==> src/rtl/entrada_pulsadores.sv <==
// ============================================================================
// entrada_pulsadores: four-channel push-button synchronizer/debouncer with
// sticky press/release flags and saturating press counters.
// Revision: 1.0
// ============================================================================
`default_nettype none

module entrada_pulsadores #(
    parameter int DEB_CYCLES = 50000,
    parameter int CW         = 16
) (
    input  logic       clk,
    input  logic       reset,
    input  logic [3:0] btn,
    input  logic [3:0] clr,
    output logic [7:0] entrada1,
    output logic [7:0] entrada2,
    output logic [7:0] entrada3,
    output logic [7:0] entrada4
);

    localparam logic [CW-1:0] C_DEB_LAST = CW'(DEB_CYCLES - 1);
    localparam logic [3:0]    C_CNT_MAX  = 4'hF;

    logic [7:0] status [4];

    generate
        for (genvar i = 0; i < 4; i++) begin : g_ch
            logic          s1_q, s1_d;
            logic          s2_q, s2_d;
            logic          lvl_q, lvl_d;
            logic          prs_q, prs_d;
            logic          rel_q, rel_d;
            logic [CW-1:0] dc_q, dc_d;
            logic [3:0]    cnt_q, cnt_d;
            logic [3:0]    cnt_base;

            always_comb begin
                s1_d     = btn[i];
                s2_d     = s1_q;
                lvl_d    = lvl_q;
                dc_d     = dc_q;
                // Clear is applied first so an event on the same edge still lands.
                prs_d    = clr[i] ? 1'b0 : prs_q;
                rel_d    = clr[i] ? 1'b0 : rel_q;
                cnt_base = clr[i] ? 4'd0 : cnt_q;
                cnt_d    = cnt_base;

                if (s2_q == lvl_q) begin
                    dc_d = '0;
                end else if (dc_q == C_DEB_LAST) begin
                    lvl_d = s2_q;
                    dc_d  = '0;
                    if (s2_q) begin
                        prs_d = 1'b1;
                        if (cnt_base != C_CNT_MAX) begin
                            cnt_d = cnt_base + 4'd1;
                        end
                    end else begin
                        rel_d = 1'b1;
                    end
                end else begin
                    dc_d = dc_q + CW'(1);
                end
            end

            always_ff @(posedge clk or negedge reset) begin
                if (!reset) begin
                    s1_q  <= 1'b0;
                    s2_q  <= 1'b0;
                    lvl_q <= 1'b0;
                    prs_q <= 1'b0;
                    rel_q <= 1'b0;
                    dc_q  <= '0;
                    cnt_q <= 4'd0;
                end else begin
                    s1_q  <= s1_d;
                    s2_q  <= s2_d;
                    lvl_q <= lvl_d;
                    prs_q <= prs_d;
                    rel_q <= rel_d;
                    dc_q  <= dc_d;
                    cnt_q <= cnt_d;
                end
            end

            assign status[i] = {cnt_q, 1'b0, rel_q, prs_q, lvl_q};
        end
    endgenerate

    assign entrada1 = status[0];
    assign entrada2 = status[1];
    assign entrada3 = status[2];
    assign entrada4 = status[3];

endmodule

`default_nettype wire

==> config.mk <==
export PLATFORM = sky130hd
export DESIGN_NAME = entrada_pulsadores
export DESIGN_NICKNAME = d
export VERILOG_FILES = /design/src/rtl/entrada_pulsadores.sv
export SDC_FILE = /design/constraint.sdc
export NUM_CORES = 1
export LEC_CHECK = 0
export ABC_CLOCK_PERIOD_IN_PS = 2900
export CAP_MARGIN = 20
export CORE_ASPECT_RATIO = 1.25
export CORE_MARGIN = 2
export CORE_UTILIZATION = 49
export CTS_BUF_LIST = sky130_fd_sc_hd__clkbuf_8
export CTS_CLUSTER_DIAMETER = 150
export DETAILED_ROUTE_END_ITERATION = 6
export GPL_TIMING_DRIVEN = 0
export PLACE_DENSITY = 0.69
export SLEW_MARGIN = 40
export SYNTH_ARGS = -nofsm -noshare
export SYNTH_HDL_FRONTEND = slang
export SYNTH_SLANG_ARGS = --single-unit
==> constraint.sdc <==
create_clock -name clk -period 2.9 [get_ports clk]
set_input_delay 0.435 -clock clk [delete_from_list [all_inputs] [get_ports clk]]
set_output_delay 0.435 -clock clk [all_outputs]
set_load 0.01 [all_outputs]
Yosys cells after proc, flatten, opt, wreduce, memory -nomap -nowiden

Cells that the tools add are included.

Flip-flop bits (word level): 100
Input bits: 10
Output and inout bits: 32
Word-level logic and storage cells: 116

$add $sub $neg: 8
Equality and inequality tests: 12
Multiplexer cells: 60
Bitwise operators: 4
Reduce and logical (&&, ||, !) cells: 4

Operators with widths:

| operator                                                         | count |
|---|---|
| 16-bit two-way mux                                               | 8 |
| 4-bit two-way mux                                                | 20 |
| 16-bit by 1-bit adder with 16-bit output (second input constant) | 4 |
| 16-bit == test (second input constant)                           | 4 |
| 1-bit two-way mux                                                | 32 |
| 4-bit by 1-bit adder with 4-bit output (second input constant)   | 4 |
| 4-bit inequality test (second input constant)                    | 4 |
| 2-bit AND reduction                                              | 4 |
| 1-bit == test                                                    | 4 |
| 1-bit NOT                                                        | 4 |

Logic depth before layout (Yosys ltp)

Gate-level depths: netlist of run 1.

Depth after elaboration: 6
Gate-level depth with buffers: 6
Mapped depth without buffers: 5

Worst setup path before layout of run 1

OpenSTA, ideal clock, no wires.

Path kind: register to register
From: reg g_ch[2].dc_q[11]
To: reg g_ch[2].dc_q[10]
Library setup time: 119 ps
Arrival: 1845 ps
Data required time: 2781 ps
Path slack: 936 ps
Stages on the path, launching flop included: 6
Buffers on the path: 1
Period minus slack after synthesis: 1964 ps
Cells stage by stage: dfrtp_1 -> or4b_4 -> or4_4 -> o21ai_4 -> buf_8 -> nor2_1

Word-level cells in the longest chain between the ends: 3

Ends and longest elaborated chain:

| element                    | RTL line | source |
|---|---|---|
| start, declared            | 34       | `logic [CW-1:0] dc_q, dc_d;` |
| start signal, assigned     | 74       | `dc_q <= '0;` |
| start signal, assigned     | 82       | `dc_q <= dc_d;` |
| 16-bit == test             | 51       | `end else if (dc_q == C_DEB_LAST) begin` |
| 16-bit two-way mux         | 51       |  |
| 16-bit two-way mux         | 49       | `if (s2_q == lvl_q) begin` |
| named net g_ch[2].dc_d[10] | 34       |  |

The timed path passes the listed nets, and every way through them passes these cells.
A chain may end at the register's enable or synchronous reset.

Worst setup path in the final report of run 1

From: reg g_ch[3].dc_q[4]
To: reg g_ch[3].dc_q[12]

Word-level cells in the longest chain between the ends: 3
Elaborated cells on any way between the ends: 4
Classes of those cells: 1 x add/sub; 1 x eq/ne; 2 x mux

Ends and longest elaborated chain:

| element                                                                    | RTL line |
|---|---|
| start, declared                                                            | 34 |
| start signal, assigned                                                     | 74 |
| start signal, assigned                                                     | 82 |
| 16-bit by 1-bit adder with 16-bit output or 16-bit == test (tied branches) | 63, 51 |
| 16-bit two-way mux *                                                       | 51 |
| 16-bit two-way mux *                                                       | 49 |
| named net g_ch[3].dc_d[12]                                                 | 34 |

Mark *: on every way through the listed nets, which the timed path passes. The rest lies on a longest branch.

==> run metrics, run 1 <==
Die Span X between 90 and 100 um; Core Util, Final roughly three fifths; M1 WL roughly 4.1 mm; Reg-to-Reg Start g_ch[3].dc_q[4]$_DFF_PN0_; Avg Cell Area, Syn 10.3 sq um; Min-Delay Path Class reg -> reg; share of cells above drive strength 1 8.65%; Die Area about 11000 sq um; slowest stage delay, CP about 0.55 ns; Post-CTS Setup Bufs 0; drt first-iter violations between 90 and 100; CP max FO 10; vias in the first global route approximately 3500; synth unique cells 44; area delta synth->final 16.4%; Worst Setup SP g_ch[3].dc_q[4]$_DFF_PN0_; Max Cap Violations 0; CP Cell Sequence nor4b_1, nand4_1, nand2_1, clkbuf_1, nor2_1; Min Clock Period, post-route roughly 2.2 ns; Buf+Inv Stages, Crit Path 1; Int Pwr about 1900 uW; Worst slew margin between 60% and 70%; Final Cycle Share between 70% and 80%; Power Total about 2400 uW; Fill cells between 800 and 900; register area share after synthesis 52.4%; ANT nets after route 0; area leader, netlist dfrtp_1; gp weighted congestion 0.841; setup violators final 0; fmax about 450 MHz; peak supply drop 294 uV; Tot GR Track Use 18.3%; largest net degree at the start of global routing 67; antenna violations before repair 0; CP max-delay cell nor4b_1; core area 9560 sq um; HP Start g_ch[3].s1_q$_DFF_PN0_; clock latency on the worst-skew pair roughly 0.37 ns; grt ovf 0; CTS max path bufs 2; top-count cell post-synth dfrtp_1; Hold-fix buffers, CTS 1; WL met3 276 um; Ports 42; CTS buffer count 9; clock network power share a little under two fifths; share of power burned in registers 58.5%; CP Launch Type flop; Met2 Wirelength ~4.3 mm; RSZ-0062 raised after global routing false; YS warnings 0; clock tree sinks 100; Clock Pin Slew Worst Setup and Hold Paths 0.09 ns; DRC errors left 0; max layer used met4; CP arrival between 2 and 2.5 ns; Die Y 114 um; via count 3508; critical path class reg -> reg; synthesized cell area 4770 sq um; pwr dens between 400 and 500 nW/um^2; Synth Flop Type dfrtp_1; clk root buf clkbuf_8; Slew Limit Fails 0; EDFF count, synth 0; Rows 40; synth top area cells dfrtp_1, xor2_1, nor2_1; Final #Nets 530; routed len/inst 13.5 um; ys async rst share 100%; top cells by count, synth dfrtp_1, nor2_1, xor2_1; Setup crit end kind flop; drt first pass iters 4; hpwl dp 6.04 mm; Ant. Diodes 0; Worst-Margin Slew between 0.5 and 0.6 ns; logic gate share of total power under 10%; post-synth top area share a little over half; Initial Util 49.9%; CP top delay family simple AND/OR/NAND/NOR gates; skew final between 0.01 and 0.015 ns; Post-Syn Instances around 460; CP Data Required Time approximately 3.2 ns; status complete, no violations; CTS tree done; Fin Setup TNS 0 ns; first-pass GRT wire length roughly 16 mm; CTS H-tree lvls 3; net switching power 550 uW; final wirelength 8.73 mm; leak pwr between 0.002 and 0.0025 uW; switching share of power roughly 23%; Port Buffers 37; FF+latch count, synth 100; final hold vios 0; # resized after CTS 0; post-DR vias/cell 5.43
==> cell families after synthesis <==
group	synth area share [%]
XOR/XNOR	10.1
buffers and inverters	4.80
other	0.0786
multiplexers	1.13
flip-flops	52.4
AO/OA/AOI/OAI	6.08
AND/OR/NAND/NOR	24.3
adder cells (fa/ha/maj)	1.05
==> through the flow <==
stage / hold WS, ns / instances / setup WS (ns) / area (sq um)
after floorplan: 0.139 / 466 / 0.936 / 4780
after global placement: 0.332 / 629 / -2.42 / 5310
after detailed placement: 0.327 / 630 / 0.704 / 5340
after CTS: 0.349 / 646 / 0.694 / 5550
after global routing: 0.357 / 646 / 0.423 / 5550
final: 0.347 / 646 / 0.688 / 5550
==> power groups by stage <==
| stage | Sequential [uW] | Combinational [uW] | Clock [uW] |
|---|---|---|---|
| finish | 1430 | 105 | 908 |
| detailed placement | 1460 | 106 | 0 |
| global route | 1430 | 121 | 989 |
| CTS | 1430 | 108 | 941 |
| floorplan | 1450 | 46.4 | 0 |
| global placement | 1460 | 99.3 | 0 |
==> path summary, 6_finish.rpt <==
check | endpoint | slack (ns) | depth (start not counted)
min in group asynchronous | g_ch[3].lvl_q$_DFFE_PN0P_ | 0.51 | 2
max reg2reg | g_ch[3].dc_q[12]$_DFF_PN0_ | 0.69 | 5
min reg2reg | g_ch[3].s2_q$_DFF_PN0_ | 0.35 | 0
max | g_ch[3].dc_q[12]$_DFF_PN0_ | 0.69 | 5
min | g_ch[3].s2_q$_DFF_PN0_ | 0.35 | 0
max in group asynchronous | g_ch[2].dc_q[9]$_DFF_PN0_ | 1.77 | 3
==> cell usage in the layout (no fill, tap or decap), types with 3 or more instances in the layout <==
master	netlist	routed
nand2_1	26	26
xor2_1	34	34
nand2b_1	4	4
nand4_1	19	19
a41oi_1	4	4
nand3_1	26	26
nor3b_1	4	4
buf_4	16	16
nor2_1	67	67
a21oi_1	6	6
dfrtp_1	100	100
conb_1	1	4
mux2_2	3	3
clkbuf_1	7	7
and4_1	14	14
a31oi_1	10	10
o32ai_1	4	4
nor4bb_1	3	3
xnor2_1	21	21
a311oi_1	3	3
or3_1	3	3
o21ai_0	8	8
clkbuf_8	0	11
nor4_1	4	4
and3_1	17	17
ha_1	4	4
nor4b_1	3	3
inv_1	18	18
nor2_2	3	3
nor3_1	10	10
nor2b_1	4	4
clkdlybuf4s50_1	0	36
==> sequential cells by signal (all words and copies together) (netlist names) <==
name,cells
g_ch.cnt_q,16
g_ch.dc_q,64
g_ch.lvl_q,4
g_ch.prs_q,4
g_ch.rel_q,4
g_ch.s1_q,4
g_ch.s2_q,4
==> per-layer routing <==
metal	up-vias	GRT usage, %
met5	-	0
met4	0	6.97
met3	6	4.08
met2	51	30.5
met1	1730	23.3
li1	1721	-
==> area by class of cell <==
class	instances	area (sq um)	share of cell area [%]
plain buffers	24	161	2.91
clock buffers	11	151	2.73
clock inverters	4	48.8	0.879
inverters	18	67.6	1.22
multi-input cells	324	2050	36.9
flip-flops and latches	100	2500	45.1
well taps	126	158	2.84
repair buffers	39	413	7.43
(Power assumes the default switching activity.)
==> run 2, diff against run 1 <==
Settings changed: ABC_CLOCK_PERIOD_IN_PS 2900 to 2100.
Clock period 2.9 ns to 2.1 ns, I/O delays scaled along.
==> run metrics, run 2 (synthesis results as in run 1) <==
DRC errors left 0 (unchanged); Tot GR Track Use 18.2% (-0.085 points); Worst Setup SP g_ch[2].dc_q[13]$_DFF_PN0_; Largest regs g_ch.dc_q: 64 flops, g_ch.cnt_q: 16 flops; Reg-to-Reg Start g_ch[2].dc_q[13]$_DFF_PN0_; Final #Nets 538 (+1.5%); clk root buf clkbuf_8; final setup margin 0.0370 ns (-0.651 ns); Die Span X 92.3 um (unchanged); Fin Setup TNS 0 ns (unchanged); Buf+Inv Stages, Crit Path 1 (unchanged); clock tree sinks 100 (unchanged); CP arrival 2.33 ns (-0.13 ns); fmax 485 MHz (+7.2%); ANT nets after route 0 (unchanged); gp weighted congestion 0.841 (unchanged); critical path class reg -> reg; Met2 Wirelength 4.42 mm (+3.5%); leading cell type in the layout, fill and taps excluded dfrtp_1; CP max-delay cell or4_4; CTS max path bufs 2 (unchanged); area delta synth->final 18.5%; skew final 0.0150 ns (+0.000338 ns); Initial Util 49.9% (unchanged); share of cells above drive strength 1 11.7% (+3.1 points); CTS H-tree lvls 3 (unchanged); CP top delay family simple AND/OR/NAND/NOR gates; peak supply drop 413 uV (+40%); largest net degree at the start of global routing 67 (unchanged); Ant. Diodes 0 (unchanged); leak pwr 0.00246 uW (+2.5%); Die Y 114 um (unchanged); core area 9560 sq um (unchanged); CP Launch Type flop; drt first pass iters 4 (unchanged); Setup crit end kind flop; CTS buffer count 9 (unchanged); pwr dens 598 nW/um^2 (+36%); CP Cell Sequence or4b_4, or4_4, o21ai_4, clkbuf_16, nor2_1; vias in the first global route 3465 (-0.35%); hpwl dp 6.04 mm (unchanged); Core Util, Final 59.2% (+1.1 points); CP max FO 5 (-5); Clock Pin Slew Worst Setup and Hold Paths 0.09 ns (about the same); CTS tree done; max FFs per register 64 (unchanged); Worst-Margin Slew 0.555 ns (-0.0162 ns); Most flops, register g_ch.dc_q; Rows 40 (unchanged); slowest stage delay, CP 0.60 ns (+0.05 ns); CP Data Required Time 2.37 ns (-0.78 ns); final hold vios 0 (unchanged); Final Cycle Share 98.2% (+22 points); Die Area 10500 sq um (unchanged); Slew Limit Fails 0 (unchanged); Port Buffers 37 (unchanged); antenna violations before repair 0 (unchanged); final wirelength 8.84 mm (+1.4%); clock latency on the worst-skew pair 0.37 ns (about the same); M1 WL 4.08 mm (-0.97%); Max Cap Violations 0 (unchanged); status complete, no violations; setup violators final 0 (unchanged); pre-CTS setup slack -0.0963 ns (-0.800 ns); post-DR vias/cell 5.39 (-0.66%); grt ovf 0 (unchanged); most frequent cells in the layout dfrtp_1, nor2_1, clkdlybuf4s50_1; drt first-iter violations 105 (+9.4%); HP Start g_ch[3].s1_q$_DFF_PN0_; Fill cells 822 (-0.96%); Power Total 3380 uW (+39%); Min-Delay Path Class reg -> reg; routed len/inst 13.5 um (+0.11%); via count 3528 (+0.57%); first-pass GRT wire length 15.6 mm (-0.44%); Worst slew margin 62.5% (+0.64 points); WL met3 251 um (-9.1%); max layer used met4; Min Clock Period, post-route 2.06 ns (-0.149 ns); Hold WS 0.345 ns (-0.00278 ns); Ports 42 (unchanged)
==> run 2: changes by cell type in the layout (fill, tap and decap cells not counted), moves of 2 or more <==
| cell | change |
|---|---|
| dfrtp_2 | +2 |
| dfrtp_1 | -2 |
| buf_4 | +8 |
| clkbuf_1 | -3 |
| clkbuf_2 | +2 |
==> run 2: through the flow <==
stage,cells,cell area [sq um]
after floorplan,466,4780
after global placement,629,5310
after detailed placement,630,5340
after CTS,645,5560
after global routing,654,5660
final,654,5660
==> run 2: area by class of cell <==
type / count / area [sq um] / area share, %
Timing Repair Buffer: 48 / 498 / 8.81
Multi-Input combinational cell: 324 / 2070 / 36.5
Buffer: 23 / 160 / 2.83
Sequential cell: 100 / 2500 / 44.3
Inverter: 18 / 67.6 / 1.19
Tap cell: 126 / 158 / 2.79
Clock inverter: 4 / 48.8 / 0.863
Clock buffer: 11 / 151 / 2.68
==> run 2: power breakdown <==
group	internal, uW	total [uW]	switching, uW
Clock	608	1250	646
Combinational	62.2	154	92.2
Sequential	1950	1970	23.7
==> run 2: worst paths after layout <==
check                                        endpoint  slack [ns]  cells past startpoint
max in group asynchronous  g_ch[2].dc_q[11]$_DFF_PN0_        1.07                      3
max                         g_ch[2].dc_q[8]$_DFF_PN0_        0.04                      5
min reg2reg                    g_ch[3].s2_q$_DFF_PN0_        0.34                      0
max reg2reg                 g_ch[2].dc_q[8]$_DFF_PN0_        0.04                      5
min                            g_ch[3].s2_q$_DFF_PN0_        0.34                      0
min in group asynchronous   g_ch[3].lvl_q$_DFFE_PN0P_        0.39                      2
==> run 2: what timing repair did <==
action / CTS / global route
setup buffers: 0 / 8
gates cloned: 0 / 1
gates resized for setup: 2 / 8
hold buffers: 1 / 0
pin swaps: 1 / 0
setup endpoints to repair: 25 / 45
endpoints found under the hold margin: 34 / 0
==> run 2: per-layer routing <==
layer,vias to the layer above,track usage (%)
met5,-,0
met3,8,4.08
li1,1739,-
met4,0,6.97
met2,43,30.4
met1,1738,23.1
